### src/rtl/soa_rr_arbiter.sv
// soa_rr_arbiter: two-requester round-robin front end for the shared SOA_5
// set-one log adder of the IALM_SL multiplier array. The granted operand
// pair is summed and captured in a one-entry result register, which also
// carries the winner's source index and tag. The log operand width W is
// fixed at 15 for M=5, and the SOA bit positions below assume that width.
module soa_rr_arbiter #(
  parameter int TW = 4,
  parameter int W  = 15
) (
  input  logic          clk,
  input  logic          rst,
  input  logic          clr,
  input  logic          in0_valid,
  output logic          in0_ready,
  input  logic [W-1:0]  in0_tloga,
  input  logic [W-1:0]  in0_tlogb,
  input  logic [TW-1:0] in0_tag,
  input  logic          in1_valid,
  output logic          in1_ready,
  input  logic [W-1:0]  in1_tloga,
  input  logic [W-1:0]  in1_tlogb,
  input  logic [TW-1:0] in1_tag,
  output logic          out_valid,
  input  logic          out_ready,
  output logic [19:0]   out_sumlog,
  output logic          out_cin_est,
  output logic          out_src,
  output logic [TW-1:0] out_tag
);

  typedef enum logic {EMPTY = 1'b0, FULL = 1'b1} slot_state_t;

  slot_state_t   slot_state;
  logic          rr_ptr;
  logic          slot_free;
  logic          grant_any;
  logic          grant_idx;
  logic          accept;
  logic [W-1:0]  sel_a;
  logic [W-1:0]  sel_b;
  logic [TW-1:0] sel_tag;
  logic          soa_cin;
  logic [W-1:0]  half_a;
  logic [W-1:0]  half_b;
  logic [W-1:0]  soa_sum;
  logic [19:0]   soa_sumlog;
  logic          soa_cin_est;

  assign out_valid = (slot_state == FULL);

  // Pick a winner: a lone requester always wins, a tie goes to rr_ptr; the
  // slot can take a new result when empty or being drained this cycle.
  always_comb begin
    grant_any = in0_valid || in1_valid;
    grant_idx = (in0_valid && in1_valid) ? rr_ptr : in1_valid;
    slot_free = !out_valid || out_ready;
    accept    = grant_any && slot_free && !clr;
    in0_ready = accept && !grant_idx;
    in1_ready = accept && grant_idx;
  end

  // Steer the winning operand pair through the set-one adder. The carry
  // into bit 10 is recovered from the sum bit and the two operand bits.
  always_comb begin
    sel_a       = grant_idx ? in1_tloga : in0_tloga;
    sel_b       = grant_idx ? in1_tlogb : in0_tlogb;
    sel_tag     = grant_idx ? in1_tag   : in0_tag;
    soa_cin     = sel_a[0] & sel_b[0];
    half_a      = {1'b0, sel_a[W-1:1]};
    half_b      = {1'b0, sel_b[W-1:1]};
    soa_sum     = half_a + half_b + {{(W-1){1'b0}}, soa_cin};
    soa_cin_est = soa_sum[10] ^ half_a[10] ^ half_b[10];
    soa_sumlog  = {soa_sum, 5'b11111};
  end

  // Result slot and round-robin pointer: clear wins over accept, an accept
  // loads new data (even while draining), otherwise a drain empties the slot.
  always_ff @(posedge clk or posedge rst) begin
    if (rst) begin
      slot_state  <= EMPTY;
      rr_ptr      <= 1'b0;
      out_sumlog  <= '0;
      out_cin_est <= 1'b0;
      out_src     <= 1'b0;
      out_tag     <= '0;
    end else if (clr) begin
      slot_state <= EMPTY;
      rr_ptr     <= 1'b0;
    end else if (accept) begin
      slot_state  <= FULL;
      rr_ptr      <= !grant_idx;
      out_sumlog  <= soa_sumlog;
      out_cin_est <= soa_cin_est;
      out_src     <= grant_idx;
      out_tag     <= sel_tag;
    end else if (out_ready) begin
      slot_state <= EMPTY;
    end
  end

endmodule
### config.mk
export PLATFORM = sky130hd
export DESIGN_NAME = soa_rr_arbiter
export DESIGN_NICKNAME = d
export VERILOG_FILES = /design/src/rtl/soa_rr_arbiter.sv
export SDC_FILE = /design/constraint.sdc
export NUM_CORES = 1
export LEC_CHECK = 0
export CELL_PAD_IN_SITES_DETAIL_PLACEMENT = 1
export CELL_PAD_IN_SITES_GLOBAL_PLACEMENT = 1
export CORE_MARGIN = 5
export CORE_UTILIZATION = 29
export DETAILED_ROUTE_END_ITERATION = 10
export PLACE_DENSITY = 0.8
export SYNTH_ARGS = -nofsm -noshare
export SYNTH_HDL_FRONTEND = slang
export SYNTH_SLANG_ARGS = --single-unit
### constraint.sdc
create_clock -name clk -period 3.3 [get_ports clk]
set_input_delay 0.66 -clock clk [delete_from_list [all_inputs] [get_ports clk]]
set_output_delay 0.66 -clock clk [all_outputs]
set_load 0.02 [all_outputs]
# After elaboration in Yosys (flattened, before gate mapping)
# Cells that the tools add are included.
[classes]
addsub = 2
muxes = 9
bitwise_logic = 4
n_reduce_logical = 13
[ops]
columns = ["operator", "count"]
rows = [
  ["2-to-1 mux 15 bit", 2],
  ["adder 14 x 14 -> 15 bit", 1],
  ["adder 15 x 1 -> 15 bit", 1],
  ["2-to-1 mux 1 bit", 6],
  ["logical AND 1 bit", 5],
  ["2-to-1 mux 4 bit", 1],
  ["logical NOT 1 bit", 3],
  ["nonzero test 3 bit", 1],
  ["logical OR 1 bit", 2],
  ["AND reduction 2 bit", 1],
  ["nonzero test 2 bit", 1],
  ["XOR 1 bit", 2],
  ["AND 1 bit", 1],
  ["inverter 1 bit", 1],
]
[word_totals]
reg_bits = 28
inputBits = 74
output_inout_bits = 29
elab_cells = 34

# Longest topological paths before layout
[logic_depth]
ltp_word = 7
ltp_mapped = 14
depth_no_buf = 12

# Worst setup path before layout
# No wires, ideal clock.
[synth_path]
kind = "input-to-reg"
startpoint = "in in0_valid"
endpoint = "reg out_cin_est"
setup_ns = 0.076
arrival_ns = 3.270
t_required_ns = 3.224
setup_slack_ns = -0.047
stages = 13
n_path_buf = 2
path_cell_list = "inv_1 o21ai_0 buf_2 buf_2 mux2i_1 fa_1 fa_1 nor2b_4 o31a_1 o2111ai_2 nand3b_1 xnor3_1 o21ai_1"
[synth_via]
elab_chain_len = 7
elab_cells_between_ends = 13
classes_between = "add/sub (2); mux (3); bitwise (3); reduce/logical (5)"
[synth_rtl]
columns = ["item", "line_no", "source"]
rows = [
  ["start: declaration", "13", "input logic in0_valid,"],
  ["logical AND 1 bit", "55", "grant_idx = (in0_valid && in1_valid) ? rr_ptr : in1_valid;"],
  ["2-to-1 mux 1 bit", "55", ""],
  ["2-to-1 mux 15 bit (on tied branches)", "65, 66", ""],
  ["adder 14 x 14 -> 15 bit or AND 1 bit (tied branches)", "71, 68", ""],
  ["adder 15 x 1 -> 15 bit", "71", "soa_sum = half_a + half_b + {{(W-1){1'b0}}, soa_cin};"],
  ["XOR 1 bit (2 in a row)", "72", "soa_cin_est = soa_sum[10] ^ half_a[10] ^ half_b[10];"],
  ["end signal: assignment", "93", "out_cin_est <= soa_cin_est;"],
  ["end: declaration", "26", "output logic out_cin_est,"],
]
# Several ways; a longest one is shown, not always the timed one.
# A chain may end at the register's enable or synchronous reset.

# Worst setup path in the final report
[layout_path]
startpoint = "in in0_valid"
endpoint = "reg out_sumlog[16]"
[layout_via]
elab_chain_len = 5
elab_cells_between_ends = 11
classes_between = "add/sub (2); mux (3); bitwise (1); reduce/logical (5)"
[layout_rtl]
columns = ["item", "line_no", "source"]
rows = [
  ["logical AND 1 bit", "55", ""],
  ["2-to-1 mux 1 bit", "55", ""],
  ["2-to-1 mux 15 bit (on tied branches)", "65, 66", ""],
  ["adder 14 x 14 -> 15 bit or AND 1 bit (tied branches)", "71, 68", ""],
  ["adder 15 x 1 -> 15 bit", "71", ""],
  ["end signal: assignment", "92", "out_sumlog <= soa_sumlog;"],
  ["end: declaration", "25", "output logic [19:0] out_sumlog,"],
]
# Several ways; a longest one is shown, not always the timed one.

==> flow_summary.yaml <==
cts:
  cts.sinks: 24
  ctsHoldBuffers: 0
  clk_latency_ns: 0.27
  tritoncts: "done"
  cts-htree-levels: 1
  numCtsBuffers: 3
  clock_path_buffers: 2
  cts_root_buf: "clkbuf_8"
  clkTransAtPathRegs_ns: 0.09
setup_path:
  required_ns: 3.45
  crit_chain: "dlymetal6s2s_1 -> inv_2 -> o21ai_4 -> buf_12 -> mux2_4 -> ha_1 -> nor2b_1 -> o31a_1 -> o41ai_4 -> buf_4 -> o21ai_1 -> xnor2_1 -> o21ai_1"
  critPathLaunchType: "primary input"
  arrival_ns: 3.24
  critPathBufInv: 4
  critPathCaptureType: "register"
  crit_slowest_cell: "o31a_1"
  crit_fanout: 6
  timing.rr.start: "rr_ptr"
  crit_family: "compound AO/OA/AOI/OAI gates"
  critPathMaxStageDelay_ns: 0.35
  startpoint: "in0_valid"
  cp_common_cell: "o21ai_1"
  crit_type: "primary input to register"
placement:
  dpl.hpwl_microns: 5162
  placed_area_sq_um: 3291
  port_buffers: 102
  pre_cts_ws_ns: -0.3986
  place.gp.congestion: 0.7970
drt:
  drc: 0
  viasPerCell: 4.852
  drt-pass1-iter-count: 4
  routed_wl_microns: 6500
  ant_nets: 0
  initialDrtViolationCount: 58
  wire_per_inst_microns: 15.51
  vias: 2033
global_route:
  grt_max_degree: 42
  grt_use_total_pct: 14.33
  gr-total-overflow: 0
  grt_pass1_wl_microns: 10180
  grt_pass1_vias: 2189
  antenna_found_initial: 0
cells_and_area:
  num_antenna_cells: 0
  multi_input_area_sq_um: 1381
  syn_to_final_growth_pct: 77.31
  seqCellArea_sq_um: 600.6
  nets: 429
  layout-drive-gt1-share_pct: 24.78
  design_area_sq_um: 3501
  fill_cells: 759
logic_synthesis:
  yosys.area.top_type: "dfrtp_1"
  synthesis.instances: 209
  syn_area_per_cell_sq_um: 9.447
  mappedNetlistArea_sq_um: 1974
  synth_flop_cell: "dfrtp_1"
  synth.most_common_cell: "mux2_2"
  synth_area_leaders: "dfrtp_1, mux2_2, ha_1, o21ai_0, nand2_1"
  synthDistinctLibCells: 40
  async_flop_share_pct: 100.0
  synth_edf_count: 0
  ys.warnings.count: 0
  synth-seq-cells: 24
  synth_top_area_share_pct: 30.42
  synth_common_cells: "mux2_2, dfrtp_1, nand2_1"
  ys_seq_area_share_pct: 30.42
  synthesis.nets: 298
sta:
  skew_ns: 0.009747
  max_freq_mhz: 324.0
  whs_ns: 0.4842
  fin_crit_ns: 3.086
  fin_setup_tns_ns: 0
  maxSlewViolCount: 0
  slew_headroom_pct: 35.70
  fin_crit_sh_pct: 93.53
  finalSetupViolCount: 0
  worstMarginPinSlew_ns: 0.9634
  layout_setup_ws_ns: 0.2137
  rsz0062_at_grt: "no"
  final_hold_viol_count: 0
power:
  power_density_nw_per_um2: 410.4
  ir_worst_vdd_uv: 155.4
  static-leakage-power_nw: 1.523
die:
  die_area_sq_um: 8558
  row_count: 30
  pin_count: 103
  core_area_sq_um: 6719
  start_util_pct: 29.39
  die_h_microns: 92.51
  die_x_microns: 92.51
worst_hold_path:
  hold_start: "out_src"
  min_path_type: "register to register"
run:
  drv_cap: 0
status:
  status: "finished, final reports clean"
==> logic make-up (layout without fill, tap and decap cells) <==
| family | Yosys count | in the layout | synth area share (%) |
|---|---|---|---|
| adders and majority gates | 15 | 15 | 10.27 |
| buffers and inverters | 19 | 149 | 4.626 |
| xor gates and xnor gates | 12 | 12 | 6.021 |
| muxes | 32 | 32 | 17.87 |
| and+or+nand+nor | 51 | 51 | 11.91 |
| AOI/OAI and AO/OA | 56 | 56 | 18.88 |
| DFF | 24 | 24 | 30.42 |
==> what timing repair did <==
| action | in CTS | in global routing |
|---|---|---|
| pin swaps | 1 | 8 |
| buffers inserted | 0 | 4 |
| gates resized for setup | 6 | 15 |
| endpoints found under the setup margin | 5 | 9 |
| gates cloned | 0 | 1 |
==> registers in the layout (all words and copies together), names as in the netlist <==
register and count:
out_sumlog 16, out_cin_est 1, out_src 1, out_valid 1, out_tag 4, rr_ptr 1
==> stage by stage <==
stage,instances,util (%),power (mW)
CTS,414,50.32,1.410
finish,419,52.10,1.437
detailed placement,410,48.98,1.190
global placement,410,48.98,1.169
floorplan,209,-,0.8027
global route,419,52.10,1.531
==> power by group <==
group	switching, mW	internal [mW]	total (mW)	leakage (nW)
logic	0.375	0.449	0.825	1.20
registers	0.0421	0.365	0.407	0.292
clock network	0.0985	0.107	0.205	0.0288
total	0.516	0.921	1.44	1.52
==> cell type report <==
cell class / instances / area share [%]
repair buffers: 139 / 38.31
multi-input cells: 166 / 39.46
clock buffers: 4 / 1.573
flip-flops and latches: 24 / 17.16
inverters: 6 / 0.6433
well taps: 80 / 2.859
==> path summary, 6_finish.rpt <==
check	depth (start not counted)	to	slack, ns
setup reg to reg	11	out_sumlog[16]	0.36
max in group asynchronous	2	out_sumlog[18]	1.81
min in group asynchronous	2	out_sumlog[13]	0.91
hold / removal	1	out_src	0.48
hold reg to reg	1	out_src	0.48
setup / recovery	13	out_sumlog[16]	0.21
==> layout by cell type, fill, tap and decap left out, drive strengths merged <==
cell type        n
dfrtp           24
o31ai            1
nand3b           1
a21oi            5
or3              3
a31o             1
nor2b            3
nand2           24
mux2i            6
nor3             3
and3             1
and2             2
o2111ai          1
xnor2            8
nand3            1
fa               2
xor2             3
inv              6
o21bai           3
clkbuf           5
buf             36
xnor3            1
a211oi           2
o41ai            3
a21o             3
o21ai           27
dlymetal6s2s     2
nand2b           2
a31oi            3
o31a             2
mux2            26
o21a             4
clkdlybuf4s50  100
a311oi           1
nor2            11
ha              13
==> per-layer routing <==
layer	global-route usage (%)	share of wire [%]	vias up
met1	17.57	42	961
li1	-	-	1005
met3	1.787	6.1	2
met2	26.34	51	65
met5	0	0	-
met4	3.589	0.45	0
No activity file was read; power rests on OpenSTA's default activity.
